$ cat src/rtl/diag_pkg.sv
`default_nettype none
// ============================================================================
// Module      : diag_pkg
// Description : Shared types for the diagnostics drain: diagnostic codes, the
//               buffered record layout, frame FSM states and checksum helper.
// Revision    : 1.0 - initial release
// ============================================================================
package diag_pkg;

    typedef enum logic [5:0] {
        EXPECTED              = 6'd0,
        UNEXPECTED            = 6'd1,
        VAR_NOT_EXISTS        = 6'd2,
        NAME_ALREADY_DEFINED  = 6'd3,
        ASSIGN_NON_MUTABLE    = 6'd4,
        CANNOT_CONVERT        = 6'd5,
        EXPECTED_BOOL         = 6'd6,
        UNDEFINED_FUNCTION    = 6'd7,
        WRONG_ARG_COUNT       = 6'd8,
        WRONG_ARG_TYPE        = 6'd9,
        EMPTY_BLOCK           = 6'd10,
        UNDEFINED_TYPE        = 6'd11,
        FN_ALREADY_DECLARED   = 6'd12,
        KEYWORD_OUTSIDE_LOOP  = 6'd13,
        INVALID_RETURN        = 6'd14,
        ALL_PATHS_MUST_RETURN = 6'd15,
        MODULE_DEFINED_TWICE  = 6'd16,
        UNREACHABLE_CODE      = 6'd17,
        SHADOWED_NAME         = 6'd18,
        DIVIDE_BY_ZERO        = 6'd19,
        INTERNAL_ERROR        = 6'd20
    } diag_code_t;

    typedef struct packed {
        diag_code_t  code;
        logic [15:0] start;
        logic [15:0] len;
    } diag_rec_t;

    typedef enum logic [3:0] {
        ST_IDLE = 4'd0,
        ST_SYNC = 4'd1,
        ST_CODE = 4'd2,
        ST_SH   = 4'd3,
        ST_SL   = 4'd4,
        ST_LH   = 4'd5,
        ST_LL   = 4'd6,
        ST_CHK  = 4'd7
    } frame_state_t;

    localparam int FRAME_LEN = 7;

    // Checksum covers every frame byte after SYNC and before CHK.
    function automatic logic [7:0] frame_chk(input diag_rec_t rec);
        return {2'b00, rec.code} ^ rec.start[15:8] ^ rec.start[7:0]
             ^ rec.len[15:8] ^ rec.len[7:0];
    endfunction

endpackage
`default_nettype wire

$ cat src/rtl/diag_rec_fifo.sv
`default_nettype none
// ============================================================================
// Module      : diag_rec_fifo
// Description : Synchronous FIFO of diagnostic records with full/empty/count.
//               Full is registered-count based, so a pop never frees a slot
//               for a push in the same cycle.
// Revision    : 1.0 - initial release
// ============================================================================
module diag_rec_fifo
    import diag_pkg::*;
#(
    parameter int DEPTH = 8
) (
    input  logic                   clk,
    input  logic                   rst_n,
    input  logic                   clear,
    input  logic                   push,
    input  logic                   pop,
    input  diag_rec_t              wdata,
    output diag_rec_t              rdata,
    output logic                   full,
    output logic                   empty,
    output logic [$clog2(DEPTH):0] count
);

    localparam int              c_aw      = $clog2(DEPTH);
    localparam logic [c_aw:0]   c_depth   = (c_aw + 1)'(DEPTH);
    localparam logic [c_aw:0]   c_cnt_one = (c_aw + 1)'(1);
    localparam logic [c_aw-1:0] c_ptr_one = c_aw'(1);

    diag_rec_t       r_mem [DEPTH];
    logic [c_aw-1:0] r_wr_ptr;
    logic [c_aw-1:0] r_rd_ptr;
    logic [c_aw:0]   r_count;
    logic            w_wr_en;
    logic            w_rd_en;

    assign full    = (r_count == c_depth);
    assign empty   = (r_count == '0);
    assign count   = r_count;
    assign rdata   = r_mem[r_rd_ptr];
    assign w_wr_en = push && !full && !clear;
    assign w_rd_en = pop && !empty && !clear;

    // Record storage; contents need no reset because empty gates every read.
    always_ff @(posedge clk) begin
        if (w_wr_en) begin
            r_mem[r_wr_ptr] <= wdata;
        end
    end

    // Pointer and occupancy bookkeeping; clear flushes everything at once.
    always_ff @(posedge clk or negedge rst_n) begin
        if (!rst_n) begin
            r_wr_ptr <= '0;
            r_rd_ptr <= '0;
            r_count  <= '0;
        end else if (clear) begin
            r_wr_ptr <= '0;
            r_rd_ptr <= '0;
            r_count  <= '0;
        end else begin
            if (w_wr_en) begin
                r_wr_ptr <= r_wr_ptr + c_ptr_one;
            end
            if (w_rd_en) begin
                r_rd_ptr <= r_rd_ptr + c_ptr_one;
            end
            case ({w_wr_en, w_rd_en})
                2'b10:   r_count <= r_count + c_cnt_one;
                2'b01:   r_count <= r_count - c_cnt_one;
                default: r_count <= r_count;
            endcase
        end
    end

endmodule
`default_nettype wire

$ cat src/rtl/diag_frame_drain.sv
`default_nettype none
// ============================================================================
// Module      : diag_frame_drain
// Description : Buffers diagnostic records, applies the per-session error cap
//               and serialises each kept record into a 7-byte checksummed
//               frame for the host byte link.
// Revision    : 1.0 - initial release
// ============================================================================
module diag_frame_drain
    import diag_pkg::*;
#(
    parameter int         DEPTH      = 8,
    parameter int         MAX_ERRORS = 16,
    parameter logic [7:0] SYNC_BYTE  = 8'hD1
) (
    input  logic        clk,
    input  logic        rst_n,
    input  logic        clear,
    input  logic        in_valid,
    output logic        in_ready,
    input  diag_code_t  in_code,
    input  logic [15:0] in_start,
    input  logic [15:0] in_len,
    output logic        out_valid,
    input  logic        out_ready,
    output logic [7:0]  out_data,
    output logic [15:0] err_count,
    output logic [15:0] drop_count,
    output logic        capped,
    output logic        busy
);

    localparam int          c_cnt_w      = $clog2(DEPTH) + 1;
    localparam logic [15:0] c_max_errors = 16'(MAX_ERRORS);

    frame_state_t       r_state;
    frame_state_t       w_state_nxt;
    diag_rec_t          w_in_rec;
    diag_rec_t          w_head;
    diag_rec_t          r_frame;
    logic [7:0]         r_chk;
    logic               w_full;
    logic               w_empty;
    logic [c_cnt_w-1:0] w_count;
    logic               w_accept;
    logic               w_push;
    logic               w_pop;
    logic [15:0]        r_err_count;
    logic [15:0]        r_drop_count;

    assign w_in_rec   = '{code: in_code, start: in_start, len: in_len};
    assign in_ready   = !w_full;
    assign capped     = (r_err_count == c_max_errors);
    assign w_accept   = in_valid && in_ready && !clear;
    assign w_push     = w_accept && !capped;
    assign err_count  = r_err_count;
    assign drop_count = r_drop_count;
    assign busy       = (w_count != '0) || (r_state != ST_IDLE);

    diag_rec_fifo #(
        .DEPTH (DEPTH)
    ) u_fifo (
        .clk   (clk),
        .rst_n (rst_n),
        .clear (clear),
        .push  (w_push),
        .pop   (w_pop),
        .wdata (w_in_rec),
        .rdata (w_head),
        .full  (w_full),
        .empty (w_empty),
        .count (w_count)
    );

    // Frame FSM next-state and byte mux; only IDLE suppresses out_valid.
    always_comb begin
        w_state_nxt = r_state;
        w_pop       = 1'b0;
        out_valid   = 1'b1;
        out_data    = 8'h00;
        case (r_state)
            ST_IDLE: begin
                out_valid = 1'b0;
                if (!w_empty) begin
                    w_pop       = 1'b1;
                    w_state_nxt = ST_SYNC;
                end
            end
            ST_SYNC: begin
                out_data = SYNC_BYTE;
                if (out_ready) w_state_nxt = ST_CODE;
            end
            ST_CODE: begin
                out_data = {2'b00, r_frame.code};
                if (out_ready) w_state_nxt = ST_SH;
            end
            ST_SH: begin
                out_data = r_frame.start[15:8];
                if (out_ready) w_state_nxt = ST_SL;
            end
            ST_SL: begin
                out_data = r_frame.start[7:0];
                if (out_ready) w_state_nxt = ST_LH;
            end
            ST_LH: begin
                out_data = r_frame.len[15:8];
                if (out_ready) w_state_nxt = ST_LL;
            end
            ST_LL: begin
                out_data = r_frame.len[7:0];
                if (out_ready) w_state_nxt = ST_CHK;
            end
            ST_CHK: begin
                out_data = r_chk;
                if (out_ready) w_state_nxt = ST_IDLE;
            end
            default: begin
                out_valid   = 1'b0;
                w_state_nxt = ST_IDLE;
            end
        endcase
        if (clear) begin
            w_pop       = 1'b0;
            w_state_nxt = ST_IDLE;
        end
    end

    // State register plus frame capture; checksum is computed once at pop.
    always_ff @(posedge clk or negedge rst_n) begin
        if (!rst_n) begin
            r_state <= ST_IDLE;
            r_frame <= '0;
            r_chk   <= '0;
        end else begin
            r_state <= w_state_nxt;
            if (w_pop) begin
                r_frame <= w_head;
                r_chk   <= frame_chk(w_head);
            end
        end
    end

    // Session counters: kept records up to the cap, then saturating drops.
    always_ff @(posedge clk or negedge rst_n) begin
        if (!rst_n) begin
            r_err_count  <= '0;
            r_drop_count <= '0;
        end else if (clear) begin
            r_err_count  <= '0;
            r_drop_count <= '0;
        end else begin
            if (w_push) begin
                r_err_count <= r_err_count + 16'd1;
            end
            if (w_accept && capped && (r_drop_count != 16'hFFFF)) begin
                r_drop_count <= r_drop_count + 16'd1;
            end
        end
    end

endmodule
`default_nettype wire

$ cat config.mk
export PLATFORM = sky130hd
export DESIGN_NAME = diag_frame_drain
export DESIGN_NICKNAME = d
export VERILOG_FILES = /design/src/rtl/diag_pkg.sv /design/src/rtl/diag_rec_fifo.sv /design/src/rtl/diag_frame_drain.sv
export SDC_FILE = /design/constraint.sdc
export NUM_CORES = 1
export LEC_CHECK = 0
export CAP_MARGIN = 20
export CORE_ASPECT_RATIO = 1.1
export CORE_MARGIN = 2
export CORE_UTILIZATION = 45
export CTS_CLUSTER_SIZE = 8
export DETAILED_ROUTE_END_ITERATION = 7
export PLACE_DENSITY = 0.75
export SYNTH_ARGS = -nofsm -noshare
export SYNTH_HDL_FRONTEND = slang
export SYNTH_SLANG_ARGS = --single-unit
$ cat constraint.sdc
create_clock -name clk -period 9.3 [get_ports clk]
set_input_delay 1.86 -clock clk [delete_from_list [all_inputs] [get_ports clk]]
set_output_delay 1.86 -clock clk [all_outputs]
set_load 0.02 [all_outputs]
==> impl_metrics.toml, run 1 <==
[yosys]
synth_top_area_cell = "sky130_fd_sc_hd__edfxtp_1"
synth_cell_types = 56
syn_nets = 1031
synth_sequential_area_ratio = 0.6983
synth_top_family_by_area = "multiplexers"
synth_flop_cell = "sky130_fd_sc_hd__edfxtp_1"
area_fraction_in_compound_gates_after_synthesis = 0.04543
synthesis.area_per_instance_sq_um = 16.75
ys_top_cells_by_area = "sky130_fd_sc_hd__edfxtp_1 56%, sky130_fd_sc_hd__dfrtp_1 14%, sky130_fd_sc_hd__mux4_2 6.8%, sky130_fd_sc_hd__mux2i_1 3.2%, sky130_fd_sc_hd__nand2_1 1.9%"
synthesized_netlist_cell_count = 975
yosys-mux-area-fraction = 0.1297
number_of_enable_type_register_cells_in_the_synthesized_netlist = 304
synth-warning-count = 0
post_synth_xor_area_fraction = 0.03669
yosys.area_share.adder = 0.01042
synth-simple-area-share = 0.05952
postSynthRegisterBits = 395
mappedNetlistArea_sq_um = 16330
postSynth.asyncResetShare = 0.2304
synth_top_cell_area_share = 0.5589

[placed_design]
numPortBuffers = 86
globalplace.congestion = 0.8290
place.detailed.hpwl_microns = 19280

[timing]
fin_crit_sh = 0.5179
grt_setup_unrepaired = "no"
relSlewSlack = 0.2880
worst-slew-pin-transition_ps = 1066
fmax_mhz = 207.6
finalMaxSlewViolations = 0
timing.final.crit_period_ps = 4817
clock-skew-final_ps = 16.42
final-hold-violation-count = 0
setup_violations = 0
timing.setup.tns_ps = 0

[clock_network]
cts_buffer_depth = 3
tritoncts = "yes"
clock-root-buffer = "sky130_fd_sc_hd__clkbuf_16"
clk-insertion-delay-late_ps = 570
postCtsResizedCells = 0
cts.htree.levels = 2
cts_setup_buffers = 0
clk_transition_reported_paths_ps = 50
numCtsBuffers = 55
hold_buffer_count_at_cts = 0
clock_sink_count = 395

[floorplan]
core_region_area_sq_um = 35990
initial_utilization = 0.4539
floorplan.die_area_sq_um = 37840
io_pins = 87
die_height_microns = 203.8
placement_rows = 73
die_width_microns = 185.7

[finish]
layout_commonest_cell = "sky130_fd_sc_hd__edfxtp_1"
commonest_cells_after_routing_fill_and_taps_aside = "304 x sky130_fd_sc_hd__edfxtp_1, 88 x sky130_fd_sc_hd__dfrtp_1, 85 x sky130_fd_sc_hd__clkdlybuf4s50_1"
synth_to_layout_area_growth_pct = 18.38
post_route_cells_drive_above_1_share = 0.1460
nets = 1143
antenna-diode-count = 0
postLayoutCoreUtil = 0.5373

[route]
vias = 8937
post_drt_via_cell_ratio = 5.527
drt_pre_antenna_iters = 7
wl_per_cell_microns = 20.70
dr.first_iter.drc_count = 612
antenna_violation_net_count_after_detailed_routing = 0
drc_errors = 0
total_routed_length_microns = 33480

[setup_path]
worst-path-max-fanout = 19
worst_setup_sp_type = "register"
nature_of_the_critical_path_endpoint = "primary output"
timing.critical_path.arrival_ps = 2960
timing_worst_setup_path_type = "register to primary output"
timing.critical_path.required_ps = 7440

[run]
drv_cap = 0

[power_and_ir_drop]
p_leak_uw = 0.006607
ir_drop_worst_vdd_mv = 0.1765
cellPowerDensity_nw_per_um2 = 270.0

[global_routing]
grt_start_max_net_pins = 82
initial_antenna_violation_count = 0
groute.usage.overall = 0.1804
globalRouteOverflowTotal = 0
number_of_global_route_vias_before_repair = 9296
first_pass_grt_wire_length_microns = 52340

[min_path]
hold_path_class = "register to register"

[run_status]
run_status = "finished clean"
final timing paths:
check | start | endpoint | slack, ps | depth (start not counted)
setup / recovery | r_state[1] | out_data[5] | 4480 | 4
hold / removal | r_frame[10] | r_frame[10] | 480 | 2
setup reg to reg | r_state[0] | u_fifo.count[3] | 5420 | 13
hold reg to reg | r_frame[10] | r_frame[10] | 480 | 2
max in group asynchronous | rst_n | r_frame[14] | 7350 | 3
min in group asynchronous | rst_n | drop_count[12] | 1120 | 1
kinds of logic (layout without fill, tap and decap cells):
| group | after synthesis | after routing |
|---|---|---|
| buffers and inverters | 59 | 214 |
| muxes | 131 | 131 |
| xor gates and xnor gates | 59 | 59 |
| and+or+nand+nor | 204 | 204 |
| AOI/OAI and AO/OA | 114 | 114 |
| DFF | 395 | 395 |
| adders and majority gates | 13 | 13 |
worst max-delay path, stage by stage (launching register included):
cell and delay, ps:
sky130_fd_sc_hd__dfrtp_1 410, sky130_fd_sc_hd__ha_1 690, sky130_fd_sc_hd__a22oi_1 200, sky130_fd_sc_hd__a31oi_1 410, sky130_fd_sc_hd__clkdlybuf4s50_1 690
synthesized netlist by cell type, drive strengths merged, types with 2 or more instances:
master / number
a211oi: 5
a21o: 2
a21oi: 6
a221o: 2
a221oi: 16
a22oi: 14
a31oi: 7
and2: 2
and3: 7
and4: 2
buf: 24
clkbuf: 27
dfrtp: 91
edfxtp: 304
ha: 12
inv: 8
mux2: 18
mux2i: 55
mux4: 58
nand2: 85
nand2b: 5
nand3: 11
nand3b: 2
nand4: 9
nor2: 40
nor2b: 11
nor3: 9
nor3b: 3
nor4: 5
nor4b: 4
o21ai: 49
o22ai: 6
or3: 4
xnor2: 29
xnor3: 6
xor2: 24
layer usage:
| layer | global-route usage | up-vias | share of wire |
|---|---|---|---|
| li1 | - | 4020 | - |
| met1 | 0.2324 | 4602 | 0.42 |
| met2 | 0.3136 | 263 | 0.51 |
| met3 | 0.02904 | 52 | 0.048 |
| met4 | 0.05793 | 0 | 0.022 |
| met5 | 0 | - | 0 |
registers in the layout, summed over array words and instances, names as in the netlist:
register,count
err_count,16
u_fifo.r_mem,304
r_state,3
r_frame,38
drop_count,16
u_fifo.r_rd_ptr,3
u_fifo.count,4
u_fifo.r_wr_ptr,3
r_chk,8
report_power, final:
group / switching (uW) / total [uW] / internal, uW
registers: 135 / 2210 / 2070
logic: 612 / 1180 / 568
clock network: 712 / 1830 / 1120
final cells by class:
class | instances | area (sq um)
Fill cell | 2843 | 16650
Sequential cell | 395 | 11410
Multi-Input combinational cell | 521 | 4651
Clock buffer | 97 | 1554
Timing Repair Buffer | 106 | 1028
Tap cell | 487 | 609.3
Clock inverter | 3 | 48.80
Inverter | 8 | 30.03
metrics by stage:
step / hold WS (ps) / cell area (sq um) / setup slack (ps) / power, uW / cells
3_3_place_gp: 465.3 / 17710 / 4350 / 3386 / 1516
6_report: 480.9 / 19340 / 4483 / 5222 / 1617
5_1_grt: 495.4 / 19340 / 4352 / 5463 / 1617
3_5_place_dp: 472.3 / 17710 / 4266 / 3420 / 1516
4_1_cts: 483.7 / 19310 / 4520 / 5266 / 1616
2_1_floorplan: 445.9 / 16330 / 2471 / 3119 / 975
Note: power is estimated with default switching activity, not from simulation.
==> inputs of run 2 (changes only) <==
==> constraint.sdc (replaced) <==
create_clock -name clk -period 4.6 [get_ports clk]
set_input_delay 0.92 -clock clk [delete_from_list [all_inputs] [get_ports clk]]
set_output_delay 0.92 -clock clk [all_outputs]
set_load 0.02 [all_outputs]
==> run 2 against run 1 <==
Compared with the run above:
- global-route usage decreased by 0.20 points
- total power increased by 100%
- via count increased by 0.98%
- sequential power increased by 100%
- non-clock buffer count increased by 4
- cell count increased by 0.19%
- core utilization increased by 0.18 points
- first-iteration DRC count decreased by 8.2%
- clock skew increased by 1.8 ps
- sequential share of layout area decreased by 0.19 points
- critical path depth increased by 1
- register-to-register slack got worse by 4400 ps
==> impl_metrics.toml, run 2 (synthesis gave the netlist of run 1 again) <==
[route]
wl_per_cell_microns = 20.52
drt_pre_antenna_iters = 4
drc_errors = 0
post_drt_via_cell_ratio = 5.571
met1_length_microns = 13680
total_routed_length_microns = 33240
met2RoutedLength_microns = 16230
antenna_violation_net_count_after_detailed_routing = 0
dr.first_iter.drc_count = 562
vias = 9025
met3_wirelength_microns = 2010
dr.max_layer_used = "met5"

[timing]
finalMaxSlewViolations = 0
final-hold-violation-count = 0
fin_crit_sh = 0.8425
fmax_mhz = 258.0
grt_setup_unrepaired = "no"
timing.final.crit_period_ps = 3875
setup_violations = 0
worst-slew-pin-transition_ps = 1024
finalHoldWorstSlack_ps = 482.7
clock-skew-final_ps = 18.21
relSlewSlack = 0.3150

[min_path]
hold_path_class = "register to register"

[clock_network]
clk-insertion-delay-late_ps = 560
tritoncts = "yes"
hold_buffer_count_at_cts = 0
postCtsResizedCells = 0
cts_buffer_depth = 3
cts.htree.levels = 2
clk_transition_reported_paths_ps = 50
numCtsBuffers = 55
clock-root-buffer = "sky130_fd_sc_hd__clkbuf_16"
cts_setup_buffers = 0
clock_sink_count = 395

[placed_design]
globalplace.congestion = 0.8380
numPortBuffers = 86
place.detailed.hpwl_microns = 20150
post-place-cells = 1520

[power_and_ir_drop]
cellPowerDensity_nw_per_um2 = 546.5
p_leak_uw = 0.006629
ir_drop_worst_vdd_mv = 0.3872

[finish]
top_register = "u_fifo.r_mem"
nets = 1147
finalNonFillerCells = 1620
layout_commonest_cell = "sky130_fd_sc_hd__edfxtp_1"
post_route_cells_drive_above_1_share = 0.1474
nFillCells = 2829
largest_register_ffs = 304
multi_input_area_sq_um = 4677
antenna-diode-count = 0
reg_top3 = "u_fifo.r_mem: 304 flops, r_frame: 38 flops"
sequential_area_sq_um = 11410
synth_to_layout_area_growth_pct = 18.78
commonest_cells_after_routing_fill_and_taps_aside = "304 x sky130_fd_sc_hd__edfxtp_1, 88 x sky130_fd_sc_hd__dfrtp_1, 85 x sky130_fd_sc_hd__clkdlybuf4s50_1"

[run_status]
run_status = "finished clean"

[floorplan]
core_region_area_sq_um = 35990
die_height_microns = 203.8
placement_rows = 73
die_width_microns = 185.7
initial_utilization = 0.4539
io_pins = 87
floorplan.die_area_sq_um = 37840

[global_routing]
initial_antenna_violation_count = 1
number_of_global_route_vias_before_repair = 9132
globalRouteOverflowTotal = 0
groute.usage.overall = 0.1784
grt_start_max_net_pins = 75
first_pass_grt_wire_length_microns = 51500

[setup_path]
timing.critical_path.arrival_ps = 2960
cp_cell_sequence = "inv_1 > ha_1 > a22oi_1 > a31oi_1 > clkdlybuf4s50_1"
timing_worst_setup_path_type = "register to primary output"
worst-path-max-fanout = 16
worst_setup_sp_type = "register"
nature_of_the_critical_path_endpoint = "primary output"
cpMaxStageDelayCell = "sky130_fd_sc_hd__clkdlybuf4s50_1"
slowest_delay_ps = 680
timing.critical_path.required_ps = 3680

[run]
drv_cap = 0
[run 2: cell types whose count changed in the layout (fill, tap and decap cells not counted), sizes merged]
| cell | before | now |
|---|---|---|
| clkbuf | 97 | 99 |
| inv | 11 | 8 |
| buf | 21 | 25 |
[run 2: cell type report]
class,count,area share
clock buffer,99,0.08275
inverter,8,0.001548
multi-input combinational,521,0.2411
sequential,395,0.5884
tap,487,0.03141
timing repair buffer,110,0.05482
[run 2: final timing paths]
check	from	to	slack, ps	cells after the start
max	r_state[0]	out_data[7]	720	5
min	r_frame[29]	r_frame[29]	480	2
max reg2reg	r_state[0]	u_fifo.count[3]	1070	12
min reg2reg	r_frame[29]	r_frame[29]	480	2
max in group asynchronous	rst_n	r_frame[0]	3240	2
min in group asynchronous	rst_n	drop_count[3]	490	1
[run 2: metrics by stage]
step	total power, uW	setup TNS [ps]	setup WS [ps]	cell area, sq um	util
after CTS	10690	0	742.0	19390	0.5389
final	10600	0	724.6	19400	0.5391
after global routing	11100	0	527.6	19400	0.5391
after detailed placement	6965	0	1037	17790	0.4943
after floorplan	6305	-62440	-636.4	16350	-
after global placement	6885	0	1085	17790	0.4943
[run 2: layer usage]
layer,track usage,up-vias
li1,-,4020
met1,0.2356,4605
met2,0.2921,308
met3,0.03154,90
met4,0.07733,2
met5,0,-
[run 2: critical path, delay by kind of cell (launching register included)]
kind,cells,cell delay [ps]
AOI/OAI and AO/OA,2,590
adders and majority gates,1,600
buffers and inverters,2,800
DFF,1,410
[run 2: where the power goes]
part | internal [uW] | switching, uW | leakage (uW)
Clock | 2310 | 1380 | 0.000763
Sequential | 4190 | 335 | 0.00393
Combinational | 1170 | 1210 | 0.00194
Total | 7680 | 2930 | 0.00663
==> edit, RTL diff (config.mk and constraints of run 2) <==
Reset style: synchronous (`rst_n`), changed in 3 clocked blocks.
--- a/src/rtl/diag_rec_fifo.sv
+++ b/src/rtl/diag_rec_fifo.sv
@@ -52,3 +52,3 @@
     // Pointer and occupancy bookkeeping; clear flushes everything at once.
-    always_ff @(posedge clk or negedge rst_n) begin
+    always_ff @(posedge clk) begin
         if (!rst_n) begin
--- a/src/rtl/diag_frame_drain.sv
+++ b/src/rtl/diag_frame_drain.sv
@@ -128,3 +128,3 @@
     // State register plus frame capture; checksum is computed once at pop.
-    always_ff @(posedge clk or negedge rst_n) begin
+    always_ff @(posedge clk) begin
         if (!rst_n) begin
@@ -143,3 +143,3 @@
     // Session counters: kept records up to the cap, then saturating drops.
-    always_ff @(posedge clk or negedge rst_n) begin
+    always_ff @(posedge clk) begin
         if (!rst_n) begin
Formal check against the unedited RTL: differs if rst_n is asserted again (counterexample within 4 cycles, from zero or initial values and one cycle with rst_n low); with rst_n held inactive, the same outputs for 4 cycles.
==> edit against run 2 <==
Design area down 1.7%; wire length is 1.4% lower; via count decreased by 0.41%; cell count fell by 4.1%; setup slack better by 8.8 ps; sequential cell count is 3 higher; synthesized area shrank 1.7%; highest routed layer is now met4.
Power is not compared: it rests on default switching activity, and its combinational part moved more than twofold at a synthesized area within 25%.
==> edit: results (changes against run 2) <==
Mapped Nets 1,015 (was 1,031); Hold Crit Depth 2 (unchanged); global-route wire length before repair 50,720 um (was 51,500 um); Hold Crit Start u_fifo.r_rd_ptr[1] (was r_frame[29]); Max VDD drop 0.0004099 V; Final #Nets 1,119 (was 1,147); total track usage 17.71% (was 17.84%); share of cells above drive strength 1 15.51% (was 14.74%); leading post-synthesis cells by cell area edfxtp_1 (57%), dfxtp_1 (12%), mux4_2 (11%), mux2i_1 (2.6%), o211a_1 (2.4%) (was edfxtp_1 (56%), dfrtp_1 (14%), mux4_2 (6.8%), mux2i_1 (3.2%), nand2_1 (1.9%)); Top reg by flops u_fifo.r_mem (unchanged); CP arrival 2950 ps (was 2960 ps); initial antenna violation count 0 (was 1); Critical Path Source r_state[0] (unchanged); vias in the first global route 8,965 (was 9,132); crit path max fanout 20 (was 16); EDFF count, synth 304 (unchanged); largest net degree at the start of global routing 94 (was 75); CTS root buf clkbuf_16 (unchanged); Clk Latency, worst-skew pair around 570 ps; sequential area share after synthesis 68.55% (was 69.83%); Vias/cell 5.788 (was 5.571); Filler Cells Inserted 2,714 (was 2,829); synth cell count leaders edfxtp_1 (304), dfxtp_1 (94), mux4_2 (76), nand2_1 (62), mux2i_1 (41) (was edfxtp_1 (304), dfrtp_1 (91), nand2_1 (84), mux2i_1 (53), mux4_2 (49)); status finished, final reports clean (unchanged); Slew HR 27.48% (was 31.50%); R2R cell count 11 (was 12); Resize count post-CTS 0 (unchanged); Final Skew 20.10 ps (was 18.21 ps); drt first pass iters 6 (was 4); final estimated routing congestion in global placement 0.8152 (was 0.8380); Post-DP HPWL 18,260 um (was 20,150 um); synth unique cells 53 (was 56); routed len/inst 21.10 um (was 20.52 um); Synth async-reset ratio 0% (was 23.04%); DRT iter0 DRCs 815 (was 562); r2r startpoint u_fifo.count[0] (was r_state[0]); DRC 0 (unchanged)
## edit: cells by family after synthesis
logic type / after synthesis / share of synthesized area, %
flops: 398 / 68.55
xor+xnor: 44 / 2.913
mux: 118 / 13.28
fa+ha+maj: 12 / 0.9348
simple gates: 184 / 6.177
compound gates: 139 / 6.193
buf+inv: 65 / 1.947
## edit: critical path, stage by stage, from the launching register on
cell             delay [ps]
dfxtp_1                 410
ha_1                    710
a22oi_1                 140
a31oi_1                 430
clkdlybuf4s50_1         690
## edit: worst paths after layout
path | endpoint | slack, ps
hold reg to reg | flop | 490
setup reg to reg | u_fifo.count[2] | 1340
hold / removal | flop | 490
setup / recovery | out_data[1] | 730
## edit: cell type report
cell class | instances | area, um^2 | area share [%]
Timing Repair Buffer | 103 | 1001 | 5.249
Sequential cell | 398 | 11020 | 57.80
Clock buffer | 100 | 1567 | 8.215
Multi-Input combinational cell | 497 | 4841 | 25.39
Tap cell | 444 | 555.5 | 2.913
Inverter | 9 | 33.78 | 0.1772
Clock inverter | 2 | 50.05 | 0.2625
## edit: metal layers
layer | GRT usage (%) | wire, um | up-vias | share of wire [%]
li1 | - | - | 4049 | -
met1 | 24.60 | 14220 | 4622 | 43
met2 | 28.77 | 16000 | 259 | 49
met3 | 2.613 | 1702 | 58 | 5.2
met4 | 6.029 | 845 | 0 | 2.6
met5 | 0 | 0 | - | 0
## edit: power breakdown
group,switching (W),total (W),leakage (nW),internal [W]
Clock,0.00144,0.00371,0.763,0.00228
Sequential,0.0000278,0.00394,3.51,0.00391
Combinational,0.000162,0.000301,2.07,0.000139
## edit: per-stage QoR
| stage | setup WS, ps | power, W | cells | cell area, um^2 |
|---|---|---|---|---|
| 2_1_floorplan | 259.5 | 0.004179 | 960 | 16100 |
| 3_3_place_gp | 1107 | 0.004297 | 1451 | 17450 |
| 3_5_place_dp | 1025 | 0.004309 | 1451 | 17450 |
| 4_1_cts | 728.8 | 0.008030 | 1553 | 19070 |
| 5_1_grt | 613.6 | 0.008203 | 1553 | 19070 |
| 6_report | 733.5 | 0.007957 | 1553 | 19070 |
